<file path="src/rtl/output_port_ext.sv">
// Latched WIDTH-bit output port with write/set/clear/toggle modes and a timed one-shot pulse overlay.
// Optional macro OUTPORT_OUTREG_EN adds a second output register stage on pins_out and busy.
module output_port_ext #(
    parameter int               WIDTH     = 8,
    parameter int               CNT_W     = 8,
    parameter logic [WIDTH-1:0] RESET_VAL = '0
) (
    input  logic             clk,
    input  logic             rst_n,
    input  logic             wr_en,
    input  logic [1:0]       wr_mode,
    input  logic [WIDTH-1:0] data_in,
    input  logic             pulse_start,
    input  logic [CNT_W-1:0] pulse_len,
    output logic [WIDTH-1:0] pins_out,
    output logic             busy,
    output logic             wr_drop
);

    typedef enum logic {IDLE, PULSE} state_t;

    state_t           state, state_nxt;
    logic [WIDTH-1:0] shadow, shadow_nxt;
    logic [WIDTH-1:0] pins_int, pins_nxt;
    logic [WIDTH-1:0] wr_val;
    logic [CNT_W-1:0] counter, counter_nxt;
    logic             busy_int, busy_nxt;
    logic             drop_nxt;

    always_comb begin
        case (wr_mode)
            2'b00:   wr_val = data_in;
            2'b01:   wr_val = shadow | data_in;
            2'b10:   wr_val = shadow & ~data_in;
            default: wr_val = shadow ^ data_in;
        endcase
    end

    always_comb begin
        state_nxt   = state;
        shadow_nxt  = shadow;
        pins_nxt    = pins_int;
        counter_nxt = counter;
        busy_nxt    = busy_int;
        drop_nxt    = 1'b0;
        case (state)
            IDLE: begin
                if (pulse_start) begin
                    pins_nxt    = data_in;
                    counter_nxt = (pulse_len == '0) ? CNT_W'(1) : pulse_len;
                    busy_nxt    = 1'b1;
                    state_nxt   = PULSE;
                    drop_nxt    = wr_en;
                end else if (wr_en) begin
                    shadow_nxt = wr_val;
                    pins_nxt   = wr_val;
                end
            end
            PULSE: begin
                if (wr_en) begin
                    shadow_nxt = wr_val;
                end
                drop_nxt    = pulse_start;
                counter_nxt = counter - CNT_W'(1);
                // Restore uses the post-write shadow so a write on the last edge is not lost.
                if (counter == CNT_W'(1)) begin
                    pins_nxt  = shadow_nxt;
                    busy_nxt  = 1'b0;
                    state_nxt = IDLE;
                end
            end
            default: state_nxt = IDLE;
        endcase
    end

    always_ff @(posedge clk) begin
        if (!rst_n) begin
            state    <= IDLE;
            shadow   <= RESET_VAL;
            pins_int <= RESET_VAL;
            counter  <= '0;
            busy_int <= 1'b0;
            wr_drop  <= 1'b0;
        end else begin
            state    <= state_nxt;
            shadow   <= shadow_nxt;
            pins_int <= pins_nxt;
            counter  <= counter_nxt;
            busy_int <= busy_nxt;
            wr_drop  <= drop_nxt;
        end
    end

`ifdef OUTPORT_OUTREG_EN
    logic [WIDTH-1:0] pins_q;
    logic             busy_q;

    // busy is delayed with the pins so both stay cycle-aligned at the pad.
    always_ff @(posedge clk) begin
        if (!rst_n) begin
            pins_q <= RESET_VAL;
            busy_q <= 1'b0;
        end else begin
            pins_q <= pins_int;
            busy_q <= busy_int;
        end
    end

    assign pins_out = pins_q;
    assign busy     = busy_q;
`else
    assign pins_out = pins_int;
    assign busy     = busy_int;
`endif

endmodule

</file>
<file path="config.mk">
export PLATFORM = sky130hd
export DESIGN_NAME = output_port_ext
export DESIGN_NICKNAME = d
export VERILOG_FILES = /design/src/rtl/output_port_ext.sv
export SDC_FILE = /design/constraint.sdc
export NUM_CORES = 1
export LEC_CHECK = 0
export ABC_CLOCK_PERIOD_IN_PS = 2000
export CORE_AREA = 2 2 57 70
export DETAILED_ROUTE_END_ITERATION = 7
export DIE_AREA = 0 0 59 72
export PLACE_DENSITY = 0.81
export RECOVER_POWER = 50
export SYNTH_ARGS = -nofsm -noshare
export SYNTH_HDL_FRONTEND = slang
export SYNTH_SLANG_ARGS = --single-unit
</file>
<file path="constraint.sdc">
create_clock -name clk -period 2 [get_ports clk]
set_input_delay 0.4 -clock clk [delete_from_list [all_inputs] [get_ports clk]]
set_output_delay 0.4 -clock clk [all_outputs]
set_load 0.02 [all_outputs]
</file>
Word level (Yosys, flattened, before mapping)
Cells that the tools add are included.

storage, ports and cells
  word-level logic and storage cells = 42
  flip-flop bits (word level) = 27
  input port bits = 22

cells by class
  muxes and demuxes = 19
  bitwise operators = 5
  reductions and logical operators = 4
  add/subtract/negate cells = 1
  equality and inequality tests = 7

operator list
  operator                                                               count
  8-bit 2-to-1 mux                                                       7
  8-bit one-hot mux with 2 select lines                                  3
  8-bit one-hot mux with 3 select lines                                  1
  8-bit bitwise AND                                                      1
  8-bit by 1-bit equality test with 1-bit output, second input constant  1
  8-bit zero test                                                        1
  8-bit NOT                                                              1
  8-bit bitwise OR                                                       1
  8-bit by 1-bit subtractor with 8-bit output, second input constant     1
  8-bit bitwise XOR                                                      1
  1-bit one-hot mux with 2 select lines                                  3
  1-bit 2-to-1 mux                                                       5
  2-bit != test, second input constant                                   2
  2-bit AND reduction                                                    2
  3-bit != test, second input constant                                   1
  2-bit by 1-bit equality test with 1-bit output, second input constant  1
  2-bit equality test, second input constant                             1
  2-bit zero test                                                        1
  2-bit by 1-bit != test with 1-bit output, second input constant        1
  1-bit NOT                                                              1

Logic depth before layout (Yosys ltp)
Gate-level depths: netlist of the first run.

  depth in word-level cells = 6
  gate-level depth with buffers = 6
  depth with buffers taken out = 6

Worst setup path before layout of the first run
No wires, ideal clock.

  kind = reg-to-reg
  start point = reg counter[0]
  end point = reg counter[6]
  path slack = 441 ps
  data required time = 1926 ps
  library setup time = 74 ps
  buffers on the path = 0
  arrival time = 1485 ps
  stages on the path, launching flop included = 7
  cells stage by stage = dfxtp_1 > inv_1 > ha_1 > nand2_1 > or4_4 > or3_1 > a31oi_1

between the ends
  cells in the longest elaborated chain, start to end = 2

ends and longest elaborated chain
  element                                      RTL line  text
  from (decl)                                  26        logic [CNT_W-1:0] counter, counter_nxt;
  from (signal assigned)                       88        counter <= counter_nxt;
  8-bit by 1-bit subtractor with 8-bit output  64        counter_nxt = counter - CNT_W'(1);
  8-bit one-hot mux with 2 select lines        46        case (state)

No other way between the ends.
A chain may end at the register's enable or synchronous reset.

Worst setup path in the final report of the first run
  start point = in pulse_start
  end point = reg pins_int[7] (netlist: pins_out[7])

between the ends
  cells in the longest elaborated chain, start to end = 2
  elaborated cells between the ends (all ways) = 4
  those cells by class = 1 x eq/ne; 2 x mux; 1 x reduce/logical

ends and longest elaborated chain
  element                                                                              RTL line  text
  from (decl)                                                                          13        input logic pulse_start,
  8-bit 2-to-1 mux / 3-bit != test (equally long branches)                             n/a
  8-bit one-hot mux with 2 select lines / 2-bit AND reduction (equally long branches)  n/a
  to (signal assigned)                                                                 87        pins_int <= pins_nxt;
  to (decl)                                                                            24        logic [WIDTH-1:0] pins_int, pins_nxt;

Several ways; a longest one is shown, not always the timed one.

==> results of run 1 <==
-- kinds of logic after synthesis --
family | count (synthesis) | synth area share
simple gates | 59 | 0.168
buf+inv | 38 | 0.0811
compound gates | 72 | 0.230
fa+ha+maj | 18 | 0.123
mux | 9 | 0.104
flops | 27 | 0.294
-- cell usage in the layout (no fill, tap or decap), types with 8 or more instances in the layout --
master	n
nand2_1	20
a21oi_1	29
dfxtp_1	27
o21ai_0	17
dlygate4sd3_1	12
buf_4	18
inv_1	27
ha_1	18
mux4_2	8
clkdlybuf4s50_1	19
nor2_1	12
-- tightest hold or removal path: stages, from the launching register on --
cell and delay (ns):
dfxtp_1 0.33, nand2_1 0.06, a21oi_1 0.06
-- how the worst max path moves through the flow --
| stage | start | endpoint | cells past startpoint |
|---|---|---|---|
| final | pulse_start | pins_out[7] | 7 |
| after global routing | counter[0] | pins_out[7] | 5 |
| after CTS | data_in[7] | pins_out[7] | 6 |
| after detailed placement | data_in[5] | pins_out[5] | 6 |
| after global placement | data_in[1] | pins_out[1] | 6 |
| after floorplan | counter[0] | counter[6] | 6 |
-- sequential cells by signal, indices dropped and copies added (netlist names) --
register / count
pins_out: 8
busy: 1
shadow: 8
counter: 8
wr_drop: 1
state: 1
-- power groups by stage --
stage | combinational (W) | clock (W) | sequential, W
2_1_floorplan | 0.000245 | 0 | 0.000661
3_3_place_gp | 0.000436 | 0 | 0.000645
3_5_place_dp | 0.000449 | 0 | 0.000646
4_1_cts | 0.000453 | 0.000319 | 0.000634
5_1_grt | 0.000491 | 0.000341 | 0.000641
6_report | 0.000440 | 0.000314 | 0.000634
-- per-layer routing --
metal | up-vias | wire length, microns | GRT usage
met3 | 4 | 135 | 0.0160
met4 | 0 | 36 | 0.0530
met2 | 40 | 2330 | 0.402
met5 | - | 0 | 0
met1 | 843 | 1860 | 0.264
li1 | 874 | - | -
-- stage by stage --
stage	setup TNS [ns]	setup WS (ns)	instance area, sq um	cells
floorplan	0	0.441	1840	223
global placement	-0.156	-0.0468	2320	304
detailed placement	-0.482	-0.113	2320	304
CTS	0	0.136	2370	308
global route	0	0.0212	2360	308
finish	0	0.157	2360	308
-- cell type report --
class | instances | share of cell area
repair buffers | 53 | 0.202
well taps | 39 | 0.0207
multi-input cells | 158 | 0.485
flip-flops and latches | 27 | 0.229
clock buffers | 3 | 0.0175
clock inverters | 1 | 0.00212
inverters | 27 | 0.0429
==> summary.md, run 1 <==
| Metric | Value |
|---|---|
| Core Util, Final | 0.666 |
| Final Power | ~0.0014 W |
| PortBufs | 31 |
| Buf/Inv on CP | 3 |
| RR Startpoint | counter[0] |
| Synth-to-Final Area Change | 28.6% |
| Arrival time worst endpoint | between 2 and 2.5 ns |
| Critical Path Start Type | input port |
| Leading post-synthesis cells by cell area | dfxtp_1 (29%), ha_1 (12%), mux4_2 (9.8%), a21oi_1 (7.9%), inv_1 (5.5%) |
| Pwr dens | slightly below 600 mW/mm^2 |
| Clk pwr share | 0.226 |
| # hold bufs at CTS | 0 |
| Worst slew pin tran | 0.537 ns |
| Row count | 24 |
| Tot GR Track Use | 0.216 |
| Syn Inst Count | about 220 |
| Postcts setup bufs | 0 |
| First-pass GRT wire length | 7300 microns |
| GP Congestion | 0.826 |
| R2r worst-path depth | 5 |
| RR Endpoint | pins_out[7] |
| Hold Path Depth | 2 |
| Max clock buf depth | 2 |
| Tmin final | 1.84 ns |
| Ys flop type | dfxtp_1 |
| Clk slew on worst S/H paths | 0.09 ns |
| Sw frac | 0.316 |
| Final period utilization | 0.922 |
| Seq pwr share | 0.457 |
| DR WL/cell | 14.2 microns |
| Mean post-synth cell area | 8.23 sq um |
| Resized Gates After CTS | 0 |
| Synth cell count leaders | a21oi_1 (29), dfxtp_1 (27), inv_1 (27) |
| Total of max-cap violations | 0 |
| #FFs+latches synth | 27 |
| Hold Path Class | reg -> reg |
| CTS tree | done |
| Hold wc startpoint | shadow[0] |
| CP max-delay cell | dlygate4sd3_1 |
| Initial antenna violation count | 0 |
| Hold_ws | 0.488 ns |
| Via density | 5.72 |
| Ratio of cells with drive above 1 in the final layout | 0.149 |
| Worst Hold End | shadow[0] |
| Placeable Area | 0.00354 sq mm |
| Routed wire length | 4360 microns |
| Final Max Slew Viols | 0 |
| Clock Sinks | 27 |
| Final HPWL DP | 3410 microns |
| Int Power | 0.000950 W |
| Most frequent cell after synthesis | a21oi_1 |
| Power share of the combinational group | 0.317 |
| # DRC | 0 |
| Top cell type's share of synthesized area | 0.294 |
| EDFF count, synth | 0 |
| Ys Warns | 0 |
| Skew final | 0.00269 ns |
| Starting DRT DRC Count | 55 |
| Crit Path Class | in -> reg |
| Number of global-route vias before repair | 1680 |
| Via count | 1761 |
| Fillcell total | a little over 300 |
| CP required | 2.16 ns |
| Pre-antenna DRT Iters | 4 |
| Max IR drop VDD | 0.313 mV |
| Antenna diode count | 0 |
| Distinct cells, synth | 36 |
| Grt total ovfl | 0 |
| Unrepaired setup endpoints after global routing | false |
| Status | complete, no violations |
| Total Die Area | 0.00425 sq mm |
| Top cell family by delay on the critical path | buffers and inverters |
| Sequential share of the synthesized area | 0.294 |
| Final Hold Violating Endpoints | 0 |
| Register area | roughly 540 sq um |
| Height of the die | just over 70 microns |
| Setup violations, final | 0 |
| Crit path top cell by count | a21oi_1 |
| Multi-input logic area | 0.00115 sq mm |
| Initial core utilization | 0.518 |
| H-tree Lvls | 1 |
| Largest net degree at the start of global routing | 16 |
| Post-DRT Antenna Nets | 0 |
| R2r setup slk | 0.18 ns |
| Synth Net Count | 263 |
| Critical Path Fanout Max | 10 |
| Crit-path cells | dlygate4sd3_1, clkbuf_1, nor2b_1, clkbuf_2, a21oi_1, o21ai_1, a21oi_1 |
| Cell accounting for the most synthesized area | dfxtp_1 |
| CP max stage delay | roughly 0.64 ns |
| Ports | 32 |
| Slew headroom | 0.641 |
| Cell Area, Synth | 0.00184 sq mm |
| Nets@finish | between 300 and 400 |
| Worst-Skew Late Latency | 0.27 ns |
| Root Driver | clkbuf_8 |
| TritonCTS Buffers | 3 |
| CP Capture Type | register |
| Leak | 1.01 nW |
| Fmax | 0.543 GHz |
| Die Span X | 59 microns |
| Switching pwr | 0.000438 W |
| Ys async rst share | 0 |
Power figures use the tool's default switching activity.
==> run 2, diff against run 1 <==
--- a/config.mk
+++ b/config.mk
@@ -5,7 +5,7 @@
 export SDC_FILE = /design/constraint.sdc
 export NUM_CORES = 1
 export LEC_CHECK = 0
-export ABC_CLOCK_PERIOD_IN_PS = 2000
+export ABC_CLOCK_PERIOD_IN_PS = 2100
 export CORE_AREA = 2 2 57 70
 export DETAILED_ROUTE_END_ITERATION = 7
 export DIE_AREA = 0 0 59 72
==> constraint.sdc (replaced) <==
create_clock -name clk -period 2.1 [get_ports clk]
set_input_delay 0.42 -clock clk [delete_from_list [all_inputs] [get_ports clk]]
set_output_delay 0.42 -clock clk [all_outputs]
set_load 0.02 [all_outputs]
==> run 2 against run 1 <==
Sequential share of layout area up 0.16 points. Worst setup slack improved by 0.11 ns. Design area shrank 0.69%. First-iteration DRC count grew 22%. Register-to-register slack gained 0.16 ns. Wire length up 0.96%. Clock skew grew 0.0032 ns. Flip-flop and latch count unchanged. Critical path type unchanged. Critical endpoint is now counter[3]. Largest cell class unchanged. Largest power group unchanged. Highest routed layer unchanged.
==> summary.md, run 2 (synthesis gave the netlist of run 1 again) <==
| Metric | Value |
|---|---|
| Status | complete, no violations |
| Leak | 1.00 nW |
| Arrival time worst endpoint | roughly 2 ns |
| Buf/Inv on CP | 3 |
| Initial core utilization | 0.518 |
| Total Die Area | 0.00425 sq mm |
| Tot GR Track Use | 0.226 |
| Hold Path Depth | 2 |
| DR WL/cell | 14.4 microns |
| Nets@finish | 307 |
| Max clock buf depth | 2 |
| Max IR drop VDD | around 0.24 mV |
| PortBufs | 31 |
| # DRC | 0 |
| Pwr dens | 561 mW/mm^2 |
| Core Util, Final | 0.662 |
| CP max stage delay | between 0.6 and 0.7 ns |
| First-pass GRT wire length | 7520 microns |
| Pre-CTS setup slack | -0.00687 ns |
| Crit Path Class | in -> reg |
| R2r setup slk | 0.34 ns |
| Skew final | 0.00587 ns |
| Top cell family by delay on the critical path | buffers and inverters |
| Hold Path Class | reg -> reg |
| Setup violations, final | 0 |
| Ratio of cells with drive above 1 in the final layout | 0.143 |
| Initial antenna violation count | 0 |
| H-tree Lvls | 1 |
| Most common cell after layout, fill and taps aside | a21oi_1 |
| Final Hold Violating Endpoints | 0 |
| Final Max Slew Viols | 0 |
| Die Span X | 59 microns |
| Hold wc startpoint | shadow[0] |
| CTS tree | done |
| Starting DRT DRC Count | 67 |
| Routed wire length | about 4400 microns |
| CP Capture Type | register |
| Number of global-route vias before repair | 1676 |
| Fillcell total | 316 |
| Final WS setup | 0.265 ns |
| Largest net degree at the start of global routing | 17 |
| RR Endpoint | pins_out[4] |
| Worst slew pin tran | 0.539 ns |
| RR Startpoint | counter[0] |
| Post-DRT Antenna Nets | 0 |
| Slew headroom | 0.640 |
| Total of max-cap violations | 0 |
| CP max-delay cell | dlygate4sd3_1 |
| Tmin final | about 1.8 ns |
| Row count | 24 |
| Final HPWL DP | 3400 microns |
| Antenna diode count | 0 |
| Ports | 32 |
| Critical Path Start Type | input port |
| Unrepaired setup endpoints after global routing | false |
| Via density | 5.77 |
| # hold bufs at CTS | 0 |
| Worst-Skew Late Latency | 0.27 ns |
| Final Power | ~0.0013 W |
| Via count | 1761 |
| Crit-path cells | dlygate4sd3_1, clkbuf_1, nor2b_1, buf_4, a22oi_1, a21oi_1 |
| Placeable Area | 0.00354 sq mm |
| Fmax | 0.545 GHz |
| CP required | 2.30 ns |
| Postcts setup bufs | 0 |
| TritonCTS Buffers | 3 |
| Worst Hold End | shadow[0] |
| Multi-input logic area | around 0.0011 sq mm |
| Pre-antenna DRT Iters | 4 |
| R2r worst-path depth | 5 |
| Clock Sinks | 27 |
| Clk slew on worst S/H paths | 0.09 ns |
| Final period utilization | 0.874 |
| Register area | 541 sq um |
| Most frequent cells in the layout | a21oi_1 (29), inv_1 (27), dfxtp_1 (27) |
| GP Congestion | 0.839 |
| Root Driver | clkbuf_8 |
| Resized Gates After CTS | 0 |
| Height of the die | between 70 and 80 microns |
| Critical Path Fanout Max | 10 |
| Synth-to-Final Area Change | 27.7% |
| Grt total ovfl | 0 |
==> run 2: cell types whose count changed in the layout (fill, tap and decap cells not counted), sizes merged <==
cell	delta
buf	-1
clkbuf	-2
==> run 2: power by group <==
group | switching [W] | leakage [nW] | internal (W) | total, W
clock | 0.000164 | 0.0255 | 0.000133 | 0.000297
sequential | 0.0000442 | 0.223 | 0.000561 | 0.000605
combinational | 0.000207 | 0.755 | 0.000208 | 0.000414
total | 0.000414 | 1.00 | 0.000901 | 0.00132
==> run 2: how the worst max path moves through the flow <==
stage                      from     endpoint  slack [ns]  cells past startpoint
floorplan            counter[0]   counter[6]        0.54                      6
global placement     data_in[1]  pins_out[1]        0.04                      6
detailed placement   data_in[0]  pins_out[0]      -0.007                      6
CTS                  data_in[0]  pins_out[0]        0.28                      6
global route        pulse_start   counter[3]        0.19                      6
finish              pulse_start   counter[3]        0.26                      6
==> run 2: cell type report <==
type                            instances  area share
Clock buffer                            3      0.0176
Clock inverter                          1     0.00213
Inverter                               27      0.0432
Multi-Input combinational cell        158       0.489
Sequential cell                        27       0.231
Tap cell                               39      0.0208
Timing Repair Buffer                   50       0.197
==> run 2: metrics by stage <==
step / cells / hold slack, ns / instance area (sq um) / setup TNS [ns]
after floorplan: 223 / 0.453 / 1840 / 0
after global placement: 301 / 0.468 / 2300 / 0
after detailed placement: 301 / 0.471 / 2300 / -0.0120
after CTS: 305 / 0.484 / 2350 / 0
after global routing: 305 / 0.513 / 2340 / 0
final: 305 / 0.485 / 2340 / 0
==> run 2: tightest hold or removal path, cell delays in order, from the launching register on <==
cell and delay, ns:
dfxtp_1 0.34, nand2_1 0.06, a21oi_1 0.05
==> run 2: routing by layer <==
metal  track usage  part of all wire  up-vias
li1              -                 -      872
met2         0.399              0.51       53
met4        0.0758             0.012        0
met5             0                 0        -
met1         0.282              0.43      831
met3        0.0267             0.043        5
